[config.mk]
export PLATFORM = sky130hd
export DESIGN_NAME = regfile_2r1w_clr
export DESIGN_NICKNAME = d
export VERILOG_FILES = /design/src/rtl/regfile_2r1w_clr.sv
export SDC_FILE = /design/constraint.sdc
export NUM_CORES = 2
export LEC_CHECK = 0
export BUFFER_PORTS_ARGS = -buffer_cell sky130_fd_sc_hd__buf_2
export CORE_MARGIN = 5
export CORE_UTILIZATION = 38
export DETAILED_ROUTE_END_ITERATION = 12
export GPL_TIMING_DRIVEN = 0
export SETUP_SLACK_MARGIN = 0.05
export SYNTH_ARGS = -nofsm -noshare
export SYNTH_HDL_FRONTEND = slang
export SYNTH_SLANG_ARGS = --single-unit
[constraint.sdc]
create_clock -name clk -period 18.26 [get_ports clk]
set_clock_uncertainty 0.1 [all_clocks]
set_input_delay 1.826 -clock clk [delete_from_list [all_inputs] [get_ports clk]]
set_output_delay 1.826 -clock clk [all_outputs]
set_load 0.005 [all_outputs]
[src/rtl/regfile_2r1w_clr.sv]
// regfile_2r1w_clr: DEPTH x DATA_W register file, one byte-enabled write
// port, two registered read ports (write-first bypass), bulk-clear engine.
// Ports: clk, rst (async, active high); we/waddr/wdata/wbe write port;
// re_a/raddr_a/rdata_a and re_b/raddr_b/rdata_b read ports;
// clr_req starts the sequential clear, busy is high while it runs.
module regfile_2r1w_clr #(
   parameter int                DATA_W    = 32,
   parameter int                ADDR_W    = 4,
   parameter logic [DATA_W-1:0] RESET_VAL = '0
) (
   input  logic                  clk,
   input  logic                  rst,
   input  logic                  we,
   input  logic [ADDR_W-1:0]     waddr,
   input  logic [DATA_W-1:0]     wdata,
   input  logic [DATA_W/8-1:0]   wbe,
   input  logic                  re_a,
   input  logic [ADDR_W-1:0]     raddr_a,
   output logic [DATA_W-1:0]     rdata_a,
   input  logic                  re_b,
   input  logic [ADDR_W-1:0]     raddr_b,
   output logic [DATA_W-1:0]     rdata_b,
   input  logic                  clr_req,
   output logic                  busy
);

   localparam int DEPTH = 2**ADDR_W;
   localparam int NBYTE = DATA_W/8;

   localparam logic [0:0] S_IDLE  = 1'b0;
   localparam logic [0:0] S_CLEAR = 1'b1;

   logic [0:0]        state;
   logic [ADDR_W-1:0] cnt;
   logic [DATA_W-1:0] mem [DEPTH];

   logic              clearing;
   logic              wr_ok;
   logic              last;
   logic [DATA_W-1:0] wr_val;
   logic [DATA_W-1:0] nxt_a;
   logic [DATA_W-1:0] nxt_b;

   assign clearing = (state == S_CLEAR);
   assign busy     = clearing;
   assign wr_ok    = we && !clearing;
   assign last     = (cnt == ADDR_W'(DEPTH-1));

   // Merged post-write word: new bytes where enabled, old bytes elsewhere.
   always_comb begin
      wr_val = mem[waddr];
      for (int k = 0; k < NBYTE; k++) begin
         if (wbe[k]) wr_val[8*k +: 8] = wdata[8*k +: 8];
      end
   end

   // Read mux with bypass; the clear write and a user write never
   // coexist, so priority order between them does not matter.
   always_comb begin
      nxt_a = mem[raddr_a];
      if (wr_ok && raddr_a == waddr) nxt_a = wr_val;
      if (clearing && raddr_a == cnt) nxt_a = RESET_VAL;
   end

   always_comb begin
      nxt_b = mem[raddr_b];
      if (wr_ok && raddr_b == waddr) nxt_b = wr_val;
      if (clearing && raddr_b == cnt) nxt_b = RESET_VAL;
   end

   always_ff @(posedge clk or posedge rst) begin
      if (rst) begin
         for (int i = 0; i < DEPTH; i++) mem[i] <= RESET_VAL;
      end else if (clearing) begin
         mem[cnt] <= RESET_VAL;
      end else if (we) begin
         mem[waddr] <= wr_val;
      end
   end

   always_ff @(posedge clk or posedge rst) begin
      if (rst) begin
         state <= S_IDLE;
         cnt   <= '0;
      end else begin
         unique case (state)
            S_IDLE: begin
               if (clr_req) begin
                  state <= S_CLEAR;
                  cnt   <= '0;
               end
            end
            S_CLEAR: begin
               cnt <= cnt + 1'b1;
               if (last) state <= S_IDLE;
            end
            default: state <= S_IDLE;
         endcase
      end
   end

   always_ff @(posedge clk or posedge rst) begin
      if (rst) begin
         rdata_a <= '0;
         rdata_b <= '0;
      end else begin
         if (re_a) rdata_a <= nxt_a;
         if (re_b) rdata_b <= nxt_b;
      end
   end

endmodule
==> results.yml <==
status:
  status: "finished, violations left"
  failed_checks: "capacitance limit, slew limit"
yosys:
  synth_cell_type_count: 52
  synthXorXnorAreaFrac: 0.00464
  synth-compound-area-share: 0.216
  ys_ff_latch: 581
  synth_top_family_by_area: "multiplexers"
  synth_cells: 2533
  yosys.area_share.simple: 0.0493
  yosysSeqAreaShare: 0.428
  synth_edf_count: 0
  synth.cell_area_um2: 34000
  ys.flop_type: "dfrtp_1"
  synth_fp_nets: 2591
  yosysWarnings: 0
  avgSynthCellArea_um2: 13.4
  synthMuxAreaShare: 0.262
  synth_fa_ha_area_frac: 0.00147
  ys_async_sr_fraction: 1.00
floorplanning:
  fp.dieH_um: 309
  core_area_um2: 88500
  die-area_um2: 95500
  initial_utilization: 0.384
  io_pins: 119
  rows: 109
  die_w_um: 309
place:
  hpwl_mm: 115
  gp_congestion: 1.04
  place_area_um2: 36200
  io_buffer_count: 114
finish:
  regArea_um2: 14500
  layout_commonest_cell: "dfrtp_1"
  layout.nets: 2787
  fillCellCount: 8040
  fin_util: 0.437
  syn_to_final_growth_pct: 13.9
  design_area_um2: 38700
  multi_input_area_um2: 18100
  layout_common_cells: "581 x dfrtp_1, 474 x a22o_1, 320 x mux4_2, 201 x clkbuf_1, 196 x buf_2"
  drive_gt1_frac: 0.269
clock_tree:
  cts_resized: 0
  numCtsBuffers: 71
  cts_sinks: 581
  root_buffer: "clkbuf_16"
  clk_pin_slew_ps: 60
  hold_buffers: 0
  clockBufferDepth: 3
  clk_latency_ps: 660
  cts_tree: "yes"
  htree_levels: 3
  post_cts.repair.setup_buffers: 0
sta:
  tns_ps: 0
  worst_pin_slew_ps: 1530
  setup_viol: 0
  worst_slew_margin_rel: -0.0183
  hold_viol: 0
  whs_ps: 393
  period_minus_slack_ps: 5670
  finalMaxSlewViolations: 22
  rsz0062_at_grt: "false"
  fin_crit_sh: 0.311
  max_freq_mhz: 176
routing:
  vias: 30300
  wl_per_cell_um: 43.6
  post-route-drc-count: 0
  drt_first_iter_violations: 5075
  drt.antenna.violating_nets: 0
  drtPass1Iterations: 10
  drt_wl_total_mm: 173
  routed_via_density: 7.65
worst_hold_path:
  hp-class: "flop to flop"
critical_path:
  rrSetupSlack_ps: 14060
  slowest_stage: "a21oi_1"
  cp-startpoint: "waddr[1]"
  cp-end-kind: "flop"
  setup.worst_path.end: "mem[457]"
  crit_path_start_kind: "primary input"
  slowest_delay_ps: 1090
  cp.required_ps: 18730
  r2r-end: "mem[106]"
  crit_arrival_ps: 6140
  crit_chain: "buf_2, buf_2, buf_4, buf_4, nand3b_1, nor3_2, a21oi_1, clkbuf_1, a22o_1"
  worst-setup-path-type: "primary input to flop"
  r2r_start: "busy"
  rr_worst_depth: 7
  worstPathMaxFanout: 10
pwr:
  sw_frac_of_total: 0.354
  vdd_ir_drop_max_v: 0.0000568
  power_mw: 4.29
  share_comb_of_total_power: 0.262
  p_int_mw: 2.77
  power_frac_clock: 0.355
  seqPwrFrac: 0.383
  power_density_nw_per_um2: 111
  p_sw_mw: 1.52
  leakage_nw: 16.7
grt:
  antenna_found_initial: 2
  track_usage: 0.353
  grt_pass1_vias: 30000
  grt_pass1_wl_mm: 236
  grt_overflow_total: 0
  grt_max_degree: 126
flow_run:
  maxCapViolCount: 2
worst max-delay path, delay by kind of cell:
kind                   cells  cell delay (ps)
buffers and inverters      5             2480
AOI/OAI and AO/OA          2             1360
and+or+nand+nor            2              430
state kept, by name, indices dropped and copies added, names as in the netlist:
register	count
cnt	4
rdata_a	32
rdata_b	32
busy	1
mem	512
area by class of cell:
cell class              instances  share of cell area
diodes                          5            0.000323
plain buffers                 304              0.0341
clock buffers                 100              0.0532
clock inverters                28             0.00964
inverters                       7            0.000873
multi-input cells            1641               0.469
flip-flops and latches        581               0.376
well taps                    1165              0.0377
repair buffers                123              0.0196
stage by stage:
step / cells / setup slack [ps]
after floorplan: 2533 / 77.8
after global placement: 3812 / -6100
after detailed placement: 3821 / 12220
after CTS: 3949 / 12810
after global routing: 3949 / 12690
final: 3954 / 12590
cell usage after synthesis (5+ instances only):
master     count  area share
buf_1         20      0.0022
a222oi_1       7      0.0021
inv_1          6     0.00066
nor3_1         8      0.0012
xor2_1        13      0.0034
dfrtp_1      581        0.43
nor3b_1        6      0.0013
clkbuf_1     193       0.021
o22ai_1       50      0.0092
nand2_1       79      0.0087
nor4_1        55       0.010
o211ai_1       5      0.0011
nor2_2        23      0.0042
nor2b_1       29      0.0053
xnor2_1        5      0.0013
a221o_1       62       0.018
buf_2         80       0.012
a21oi_1       23      0.0034
nor2_1        32      0.0035
buf_6          7      0.0023
a31oi_1       10      0.0018
mux2_2        38       0.013
mux2_1        14      0.0046
nand3_1       37      0.0055
o31ai_1       27      0.0060
nor4bb_1      10      0.0029
mux2i_1      109       0.032
a2111oi_4     24       0.019
a22o_1       474        0.12
and2_1         7      0.0013
mux4_2       320        0.21
nand2b_1       9      0.0017
a22oi_1      128       0.028
o21ai_1        5     0.00074
power by group through the flow:
stage                     Clock (mW)  Sequential, mW  Combinational [mW]
after detailed placement           0            1.65                1.08
after CTS                       1.52            1.63                1.08
after floorplan                    0            1.59               0.662
final                           1.52            1.64                1.13
after global routing            1.57            1.66                1.14
after global placement             0            1.63                1.05
how the worst min path moves through the flow:
stage	startpoint	end	slack, ps	cells after the start
detailed placement	rdata_a[7]	rdata_a[7]	390	1
global placement	rdata_b[7]	rdata_b[7]	380	1
CTS	rdata_a[7]	rdata_a[7]	400	1
finish	rdata_a[7]	rdata_a[7]	390	1
floorplan	rdata_a[7]	rdata_a[7]	380	1
global route	rdata_a[7]	rdata_a[7]	420	1
logic make-up (layout without fill, tap and decap cells):
family                     Yosys count  after routing
buffers and inverters              311            562
AOI/OAI and AO/OA                  828            828
adders and majority gates            4              4
other                                0              5
and+or+nand+nor                    310            310
muxes                              481            481
DFF                                581            581
xor gates and xnor gates            18             18
layer usage:
layer	vias to the layer above	GRT usage	wire (um)
li1	10900	-	-
met1	15500	0.440	59900
met2	3022	0.493	70700
met3	815	0.160	26500
met4	4	0.237	15300
met5	-	0.00148	24
Power figures use the tool's default switching activity.
